### config.mk
export PLATFORM = sky130hd
export DESIGN_NAME = datapath_sequencer
export DESIGN_NICKNAME = d
export VERILOG_FILES = /design/src/rtl/datapath_sequencer.sv
export SDC_FILE = /design/constraint.sdc
export NUM_CORES = 1
export LEC_CHECK = 0
export ABC_AREA = 1
export CORE_ASPECT_RATIO = 1.75
export CORE_MARGIN = 1.5
export CORE_UTILIZATION = 44
export CTS_CLUSTER_DIAMETER = 200
export DETAILED_ROUTE_END_ITERATION = 10
export PLACE_DENSITY = 0.78
export RECOVER_POWER = 100
export SLEW_MARGIN = 30
export SYNTH_ARGS = -nofsm -noshare
export SYNTH_HDL_FRONTEND = slang
export SYNTH_SLANG_ARGS = --single-unit
### constraint.sdc
create_clock -name clk -period 1.4 [get_ports clk]
set_input_delay 0.14 -clock clk [delete_from_list [all_inputs] [get_ports clk]]
set_output_delay 0.14 -clock clk [all_outputs]
set_load 0.01 [all_outputs]
### src/rtl/datapath_sequencer.sv
// datapath_sequencer
// Microcoded controller for the register/ALU datapath. One accepted command
// runs R[dst] = R[src1] op R[src2]. An optional clear and an optional load of
// the M inputs can run first. The EXEC step repeats rep+1 times so that
// accumulate and shift chains run as a single command.
//
// Ports
//   clk, rst_n        clock, asynchronous active-low reset
//   start             command request, sampled only in IDLE
//   cmd_clr/cmd_load  optional pre-steps: clear all registers / load M0..M2
//   src1, src2, dst   register indices (source 3 selects constant 0; dst 3 is illegal)
//   op, rep, cin_in   ALU code, extra EXEC passes, carry-in for EXEC
//   busy, done, err   handshake and sticky illegal-destination flag
//   clr, w, ce, sel, s, cin  datapath control lines
//
// state  | meaning
// INIT   | reset state, datapath clear held
// IDLE   | waiting for start, command latched on accept
// CLEAR  | synchronous clear of all registers
// LOAD   | R0..R2 <= M0..M2
// FETCH  | A <= R[src1] through the ALU pass code
// EXEC   | A <= A op R[src2], repeated until counter is 0
// WRITE  | R[dst] <= A, or flag err when dst is 3
// DONE   | one-cycle completion pulse
module datapath_sequencer #(
   parameter logic [2:0] PASS_OP = 3'b000
) (
   input  logic       clk,
   input  logic       rst_n,
   input  logic       start,
   input  logic       cmd_clr,
   input  logic       cmd_load,
   input  logic [1:0] src1,
   input  logic [1:0] src2,
   input  logic [1:0] dst,
   input  logic [2:0] op,
   input  logic [2:0] rep,
   input  logic       cin_in,
   output logic       busy,
   output logic       done,
   output logic       err,
   output logic       clr,
   output logic [2:0] w,
   output logic [3:0] ce,
   output logic [1:0] sel,
   output logic [2:0] s,
   output logic       cin
);

   typedef enum logic [2:0] {
      ST_INIT, ST_IDLE, ST_CLEAR, ST_LOAD, ST_FETCH, ST_EXEC, ST_WRITE, ST_DONE
   } state_t;

   state_t     state, state_nxt;
   logic       clr_q, load_q, cin_q;
   logic [1:0] src1_q, src2_q, dst_q;
   logic [2:0] op_q, rep_cnt;

   always_ff @(posedge clk or negedge rst_n) begin
      if (!rst_n) begin
         state   <= ST_INIT;
         err     <= 1'b0;
         clr_q   <= 1'b0;
         load_q  <= 1'b0;
         cin_q   <= 1'b0;
         src1_q  <= 2'd0;
         src2_q  <= 2'd0;
         dst_q   <= 2'd0;
         op_q    <= 3'd0;
         rep_cnt <= 3'd0;
      end else begin
         state <= state_nxt;
         if (state == ST_IDLE && start) begin
            clr_q   <= cmd_clr;
            load_q  <= cmd_load;
            cin_q   <= cin_in;
            src1_q  <= src1;
            src2_q  <= src2;
            dst_q   <= dst;
            op_q    <= op;
            rep_cnt <= rep;
            err     <= 1'b0;
         end else begin
            // Counter only decrements while non-zero, so it cannot wrap.
            if (state == ST_EXEC && rep_cnt != 3'd0)
               rep_cnt <= rep_cnt - 3'd1;
            if (state == ST_WRITE && dst_q == 2'd3)
               err <= 1'b1;
         end
      end
   end

   always_comb begin
      state_nxt = state;
      busy      = 1'b0;
      done      = 1'b0;
      clr       = 1'b0;
      w         = 3'b000;
      ce        = 4'b0000;
      sel       = 2'd0;
      s         = 3'd0;
      cin       = 1'b0;
      unique case (state)
         ST_INIT: begin
            clr       = 1'b1;
            state_nxt = ST_IDLE;
         end
         ST_IDLE: begin
            if (start) begin
               if (cmd_clr)       state_nxt = ST_CLEAR;
               else if (cmd_load) state_nxt = ST_LOAD;
               else               state_nxt = ST_FETCH;
            end
         end
         ST_CLEAR: begin
            clr       = 1'b1;
            busy      = 1'b1;
            state_nxt = load_q ? ST_LOAD : ST_FETCH;
         end
         ST_LOAD: begin
            ce        = 4'b0111;
            busy      = 1'b1;
            state_nxt = ST_FETCH;
         end
         ST_FETCH: begin
            sel       = src1_q;
            s         = PASS_OP;
            ce        = 4'b1000;
            busy      = 1'b1;
            state_nxt = ST_EXEC;
         end
         ST_EXEC: begin
            sel  = src2_q;
            s    = op_q;
            cin  = cin_q;
            ce   = 4'b1000;
            busy = 1'b1;
            if (rep_cnt == 3'd0) state_nxt = ST_WRITE;
         end
         ST_WRITE: begin
            busy = 1'b1;
            if (dst_q != 2'd3) begin
               w  = 3'b001 << dst_q;
               ce = {1'b0, 3'b001 << dst_q};
            end
            state_nxt = ST_DONE;
         end
         ST_DONE: begin
            done      = 1'b1;
            busy      = 1'b1;
            state_nxt = ST_IDLE;
         end
         default: state_nxt = ST_INIT;
      endcase
   end

endmodule

==> flow_summary.toml, run 1 <==
[grt]
grt_pass1_wl_um = 4110
antenna_found_initial = 0
grt_pass1_vias = 1016
grt.total_usage_pct = 22.7
grt-ovfl-total = 0
grt_max_degree = 23

[critical_path]
path_class = "reg2out"
max_stage_delay_ns = 0.43
cp-end-kind = "primary output"
critPathTopFamily = "flip-flops"
crit_chain = "buf_6, buf_6, nand3_4, o22ai_2, buf_2"
worstPathRequired_ns = 1.26
start_kind = "flop"
path_buf_inv = 3
r2r_setup_slack_ns = 0
worst_path_max_delay_cell = "dfrtp_2"
crit_arrival_ns = 1.36
crit_path_frequent_cell = "buf_6"
cp_max_fo = 7

[finish]
final_util_pct = 73.0
syn_to_final_growth_pct = 53.4
layout-drive-gt1-share_pct = 36.6
diodes = 0
final.fill_count = 163
finalNetCount = 207
postLayoutCellArea_um2 = 1570

[routing]
first_pass_iters = 3
via_per_inst = 5.06
wl_per_cell_um = 12.6
vias = 1063
first_iter_violations = 20
detail-route-antenna-nets = 0
drt_wl_total_um = 2650
drc = 0

[synthesis]
synth_top_area_cell = "dfrtp_1"
synth_area_leaders = "dfrtp_1 (44%), nand2_1 (13%), inv_1 (8.8%)"
ys_seq_area_share_pct = 44.1
synth_fp_nets = 154
avgSynthCellArea_um2 = 7.62
synth_most_common_cell = "nand2_1"
synth_area_um2 = 1020
synth_top_area_share_pct = 44.1
yosysWarnings = 0
synthFlopType = "dfrtp_1"
async_flop_share_pct = 100
yosysUniqueCellTypes = 17
synth-seq-cells = 18
ys_top_cells_by_count = "nand2_1 (34), inv_1 (24), dfrtp_1 (18)"
synth_edf_count = 0
syn_inst = 134

[cts]
cts_tree = "yes"
clk_latency_ns = 0.30
clockBufferDepth = 2
cts_sinks = 18
clk_pin_slew_ns = 0.11
cts-hold-fix-buffers = 0
cts-root-buf = "clkbuf_4"
cts_buffers = 3
htreeDepth = 1

[floorplanning]
coreArea_um2 = 2150
die_w_um = 39.4
io-pin-count = 35
start_util_pct = 47.6
dieHeight_um = 66.7
rows = 22
die_area_um2 = 2630

[timing]
grt_setup_unrepaired = "true"
whs_ns = 0.386
finalCritPeriodShare_pct = 107
finalSetupViolations = 12
final.setup.tns_ns = -0.708
setup_ws_ns = -0.0956
tightestPinTransition_ns = 0.967
min_period_ns = 1.50
finalMaxSlewViolations = 0
finalClockSkew_ns = 0.00874
slew_headroom_pct = 35.5
fmax_mhz = 669
finalHoldViolations = 0

[power_and_ir_drop]
peakVddDrop_uv = 1350
powerDensity_nw_per_um2 = 2160
power.total_uw = 3380
leakage_uw = 0.000805

[job]
drv_cap = 0

[status]
violations = "setup timing"
status = "complete, but fails checks"

[min_path]
min_path_type = "in2reg"

[place]
gp_congestion = 0.808
io_buffers = 34
place_area_um2 = 1440
dp_hpwl_um = 1860
==> power by group <==
group          switching (µW)  internal (µW)  total [µW]
logic                    1140            974        2110
registers                 169            777         946
clock network             165            159         324
==> worst paths after layout <==
path / from / end / depth (start not counted)
min: src1[0] / src1_q[0]$_DFFE_PN0P_ / 3
max: state[2]$_DFFE_PN0P_ / sel[0] / 5
max reg2reg: rep_cnt[1]$_DFFE_PN0P_ / rep_cnt[1]$_DFFE_PN0P_ / 7
min reg2reg: err$_DFFE_PN0P_ / err$_DFFE_PN0P_ / 2
max in group asynchronous: rst_n / state[1]$_DFFE_PN0P_ / 2
min in group asynchronous: rst_n / src1_q[1]$_DFFE_PN0P_ / 2
==> logic make-up after synthesis <==
family / share of synthesized area [%]
adders and majority gates: 2.45
buffers and inverters: 14.3
AOI/OAI and AO/OA: 9.68
and+or+nand+nor: 29.4
DFF: 44.1
==> layout by cell type, fill, tap and decap left out, drive strengths merged <==
cell type       n
clkbuf          6
nand3          13
nand2          34
dfrtp          18
o22ai           2
nand4           4
clkdlybuf4s50  17
nor2           16
inv            25
ha              2
o21ai          13
nor3            1
buf            33
a31oi           1
dlygate4sd3     1
==> per-layer routing <==
layer | track usage (%) | share of wire [%] | vias up
met3 | 2.33 | 2.9 | 9
met2 | 37.5 | 56 | 27
met1 | 25.7 | 37 | 501
li1 | - | - | 526
met4 | 15.5 | 3.4 | 0
met5 | 0 | 0 | -
==> tightest hold or removal path, delay by kind of cell <==
family / cells / cell delay (ns)
buffers and inverters: 1 / 0.39
AND/OR/NAND/NOR: 1 / 0.07
AO/OA/AOI/OAI: 1 / 0.05
==> metrics by stage <==
stage	worst slack [ns]	std cells
after floorplan	0.148	134
after global placement	-0.162	200
after detailed placement	-0.216	200
after CTS	-0.0964	207
after global routing	-0.156	210
final	-0.0956	210
==> area by class of cell <==
type / instances / area (µm²) / share of cell area [%]
Timing Repair Buffer: 53 / 422 / 26.9
Inverter: 25 / 98.8 / 6.31
Sequential cell: 18 / 453 / 28.9
Tap cell: 24 / 30.0 / 1.92
Clock buffer: 4 / 36.3 / 2.32
Multi-Input combinational cell: 86 / 527 / 33.6
==> state kept, by name, summed over array words and instances, names as in the netlist <==
signal / flops
dst_q: 2
load_q: 1
state: 3
rep_cnt: 3
cin_q: 1
err: 1
src1_q: 2
op_q: 3
src2_q: 2
==> what timing repair did <==
action                                  in CTS  in global routing
gates resized for setup                     76                 29
setup buffers                                3                  3
endpoints found under the setup margin      31                 31
pin swaps                                    5                  5
Note: power is estimated with default switching activity, not from simulation.
==> run 2, diff against run 1 <==
--- a/config.mk
+++ b/config.mk
@@ -9,7 +9,6 @@
 export CORE_ASPECT_RATIO = 1.75
 export CORE_MARGIN = 1.5
 export CORE_UTILIZATION = 44
-export CTS_CLUSTER_DIAMETER = 200
 export DETAILED_ROUTE_END_ITERATION = 10
 export PLACE_DENSITY = 0.78
 export RECOVER_POWER = 100
==> results of run 2 <==
The final DEF is identical to that of run 1; final timing and power are the same.
==> run 3, diff against run 2 <==
--- a/config.mk
+++ b/config.mk
@@ -5,12 +5,10 @@
 export SDC_FILE = /design/constraint.sdc
 export NUM_CORES = 1
 export LEC_CHECK = 0
-export ABC_AREA = 1
-export CORE_ASPECT_RATIO = 1.75
 export CORE_MARGIN = 1.5
-export CORE_UTILIZATION = 44
+export CORE_UTILIZATION = 45
 export DETAILED_ROUTE_END_ITERATION = 10
-export PLACE_DENSITY = 0.78
+export DONT_BUFFER_PORTS = 1
 export RECOVER_POWER = 100
 export SLEW_MARGIN = 30
 export SYNTH_ARGS = -nofsm -noshare
==> flow_summary.toml, run 3 <==
[timing]
finalHoldViolations = 0
finalMaxSlewViolations = 0
tightestPinTransition_ns = 0.829
fmax_mhz = 666
finalClockSkew_ns = 0.00135
grt_setup_unrepaired = "true"
finalCritPeriodShare_pct = 107
setup_ws_ns = -0.101
slew_headroom_pct = 44.5
min_period_ns = 1.50
finalSetupViolations = 24

[grt]
grt-ovfl-total = 0
grt_pass1_vias = 923
grt_pass1_wl_um = 4370
grt_max_degree = 19
antenna_found_initial = 0
grt.total_usage_pct = 23.5

[synthesis]
synth_top_area_share_pct = 44.6
synth_most_common_cell = "dfrtp_1"
synth_fp_nets = 118
synth-seq-cells = 18
ys_seq_area_share_pct = 44.6
synth_area_um2 = 1010
yosysWarnings = 0
synth_top_family_by_area = "simple AND/OR/NAND/NOR gates"
synth_compound_area_share_pct = 10.3
synth_top_area_cell = "dfrtp_1"
yosysUniqueCellTypes = 32
synth_area_leaders = "dfrtp_1 (45%), mux2_2 (12%), nor2_1 (3.3%)"
synthMuxAreaShare_pct = 16.5
syn_inst = 98
synth_edf_count = 0
synth-simple-area-share_pct = 20.4
synth_xor_xnor_area_share_pct = 0.866
avgSynthCellArea_um2 = 10.3
synthAdderAreaFrac_pct = 2.48
synthFlopType = "dfrtp_1"
ys_top_cells_by_count = "dfrtp_1 (18), mux2_2 (11), nor2_1 (9)"
async_flop_share_pct = 100

[critical_path]
crit_arrival_ns = 1.70
worstPathRequired_ns = 1.60
path_class = "reg2reg"
crit_chain = "nor4bb_4, buf_6, mux2_4"
r2r_setup_slack_ns = -0.10
cp-end-kind = "flop"
cp_max_fo = 7
start_kind = "flop"
worst_path_max_delay_cell = "dfrtp_2"
r2r_cells = 3
rr_startpoint = "state[2]$_DFFE_PN0P_"
max_stage_delay_ns = 0.46
critPathLaunch = "state[2]$_DFFE_PN0P_"

[finish]
final.fill_count = 139
layout-drive-gt1-share_pct = 56.7
finalNetCount = 162
final_common_cell = "buf_4"
syn_to_final_growth_pct = 60.8
biggestRegsByFlops = "op_q (3), rep_cnt (3), state (3)"
diodes = 0
final_cell_mix = "buf_4 (22), dfrtp_1 (16), dlygate4sd3_1 (15)"
postLayoutCellArea_um2 = 1630

[cts]
clockBufferDepth = 2
htreeDepth = 1
clk_pin_slew_ns = 0.10
clk_latency_ns = 0.30
cts-root-buf = "clkbuf_4"
cts_buffers = 3
cts_tree = "yes"
cts_sinks = 18

[place]
dp_hpwl_um = 1510
place_area_um2 = 1140
gp_congestion = 0.671
io_buffers = 0
pre_cts_slack_ns = -0.0776

[routing]
via_per_inst = 5.20
detail-route-antenna-nets = 0
wl_per_cell_um = 15.7
drc = 0
drt_wl_total_um = 2640
first_pass_iters = 4
vias = 874
first_iter_violations = 11

[floorplanning]
die_w_um = 50.4
start_util_pct = 49.5
rows = 16
dieHeight_um = 50.4
io-pin-count = 35
die_area_um2 = 2540
coreArea_um2 = 2040

[power_and_ir_drop]
leakage_uw = 0.000730
powerDensity_nw_per_um2 = 2190
peakVddDrop_uv = 1630

[status]
violations = "setup timing"
status = "complete, but fails checks"

[min_path]
holdPathStages = 2
worstHoldStart = "cmd_load"
min_path_type = "in2reg"

[job]
drv_cap = 0
## run 3: changes by cell type in the layout (fill, tap and decap cells not counted), sizes merged, moves of 4 or more
| cell | delta |
|---|---|
| and2 | +4 |
| buf | -4 |
| clkdlybuf4s50 | -17 |
| dlygate4sd3 | +14 |
| inv | -20 |
| mux2 | +13 |
| nand2 | -29 |
| nand2b | +5 |
| nand3 | -13 |
| nand4 | -4 |
| nor2 | -7 |
| o21ai | -8 |
## run 3: where the power goes
| group | internal [µW] | switching [µW] |
|---|---|---|
| Clock | 159 | 171 |
| Sequential | 784 | 226 |
| Combinational | 1310 | 913 |
| Total | 2250 | 1310 |
## run 3: path summary, 6_finish.rpt
path                                         to
setup / recovery            op_q[2]$_DFFE_PN0P_
hold / removal             state[1]$_DFFE_PN0P_
setup reg to reg            op_q[2]$_DFFE_PN0P_
hold reg to reg             op_q[0]$_DFFE_PN0P_
max in group asynchronous  state[2]$_DFFE_PN0P_
min in group asynchronous       err$_DFFE_PN0P_
## run 3: final cells by class
type,count,area [µm²],share of cell area (%)
inverters,5,18.8,1.15
clock buffers,4,36.3,2.23
multi-input cells,70,689,42.4
flip-flops and latches,18,453,27.9
repair buffers,44,394,24.2
well taps,27,33.8,2.08
## run 3: cells by family after synthesis
logic type                 count (synthesis)
buffers and inverters                     10
adders and majority gates                  2
and+or+nand+nor                           37
DFF                                       18
AOI/OAI and AO/OA                         15
muxes                                     15
xor gates and xnor gates                   1
## run 3: timing repair
| action | CTS | global route |
|---|---|---|
| setup buffers | 13 | 4 |
| pin swaps | 11 | 12 |
| cloned | 1 | 0 |
| gates resized for setup | 39 | 12 |
| hold buffers | 15 | 0 |
| setup endpoints to repair | 27 | 31 |
| endpoints found under the hold margin | 32 | 0 |
## run 3: critical path: cells and delay by family, from the launching register on
family,cells,cell delay (ns)
simple gates,1,0.41
buf+inv,1,0.21
flops,1,0.46
mux,1,0.31
## run 3: per-layer routing
metal | vias up | share of wire, % | global-route usage, %
li1 | 418 | - | -
met1 | 425 | 43 | 28.8
met2 | 27 | 53 | 41.2
met3 | 4 | 3.8 | 4.46
met4 | 0 | 1.0 | 7.66
met5 | - | 0 | 0
## run 3: metrics by stage
stage / hold slack, ns / util, % / setup TNS [ns] / power (µW) / cells
floorplan: -0.156 / - / -0.0526 / 1980 / 98
global placement: -0.155 / 55.7 / -0.164 / 2300 / 131
CTS: 0.0251 / 76.2 / -1.07 / 3370 / 164
global route: 0.0271 / 79.6 / -2.78 / 3800 / 168
finish: 0.0192 / 79.6 / -1.44 / 3560 / 168
detailed placement: -0.155 / 55.7 / -0.737 / 2370 / 131
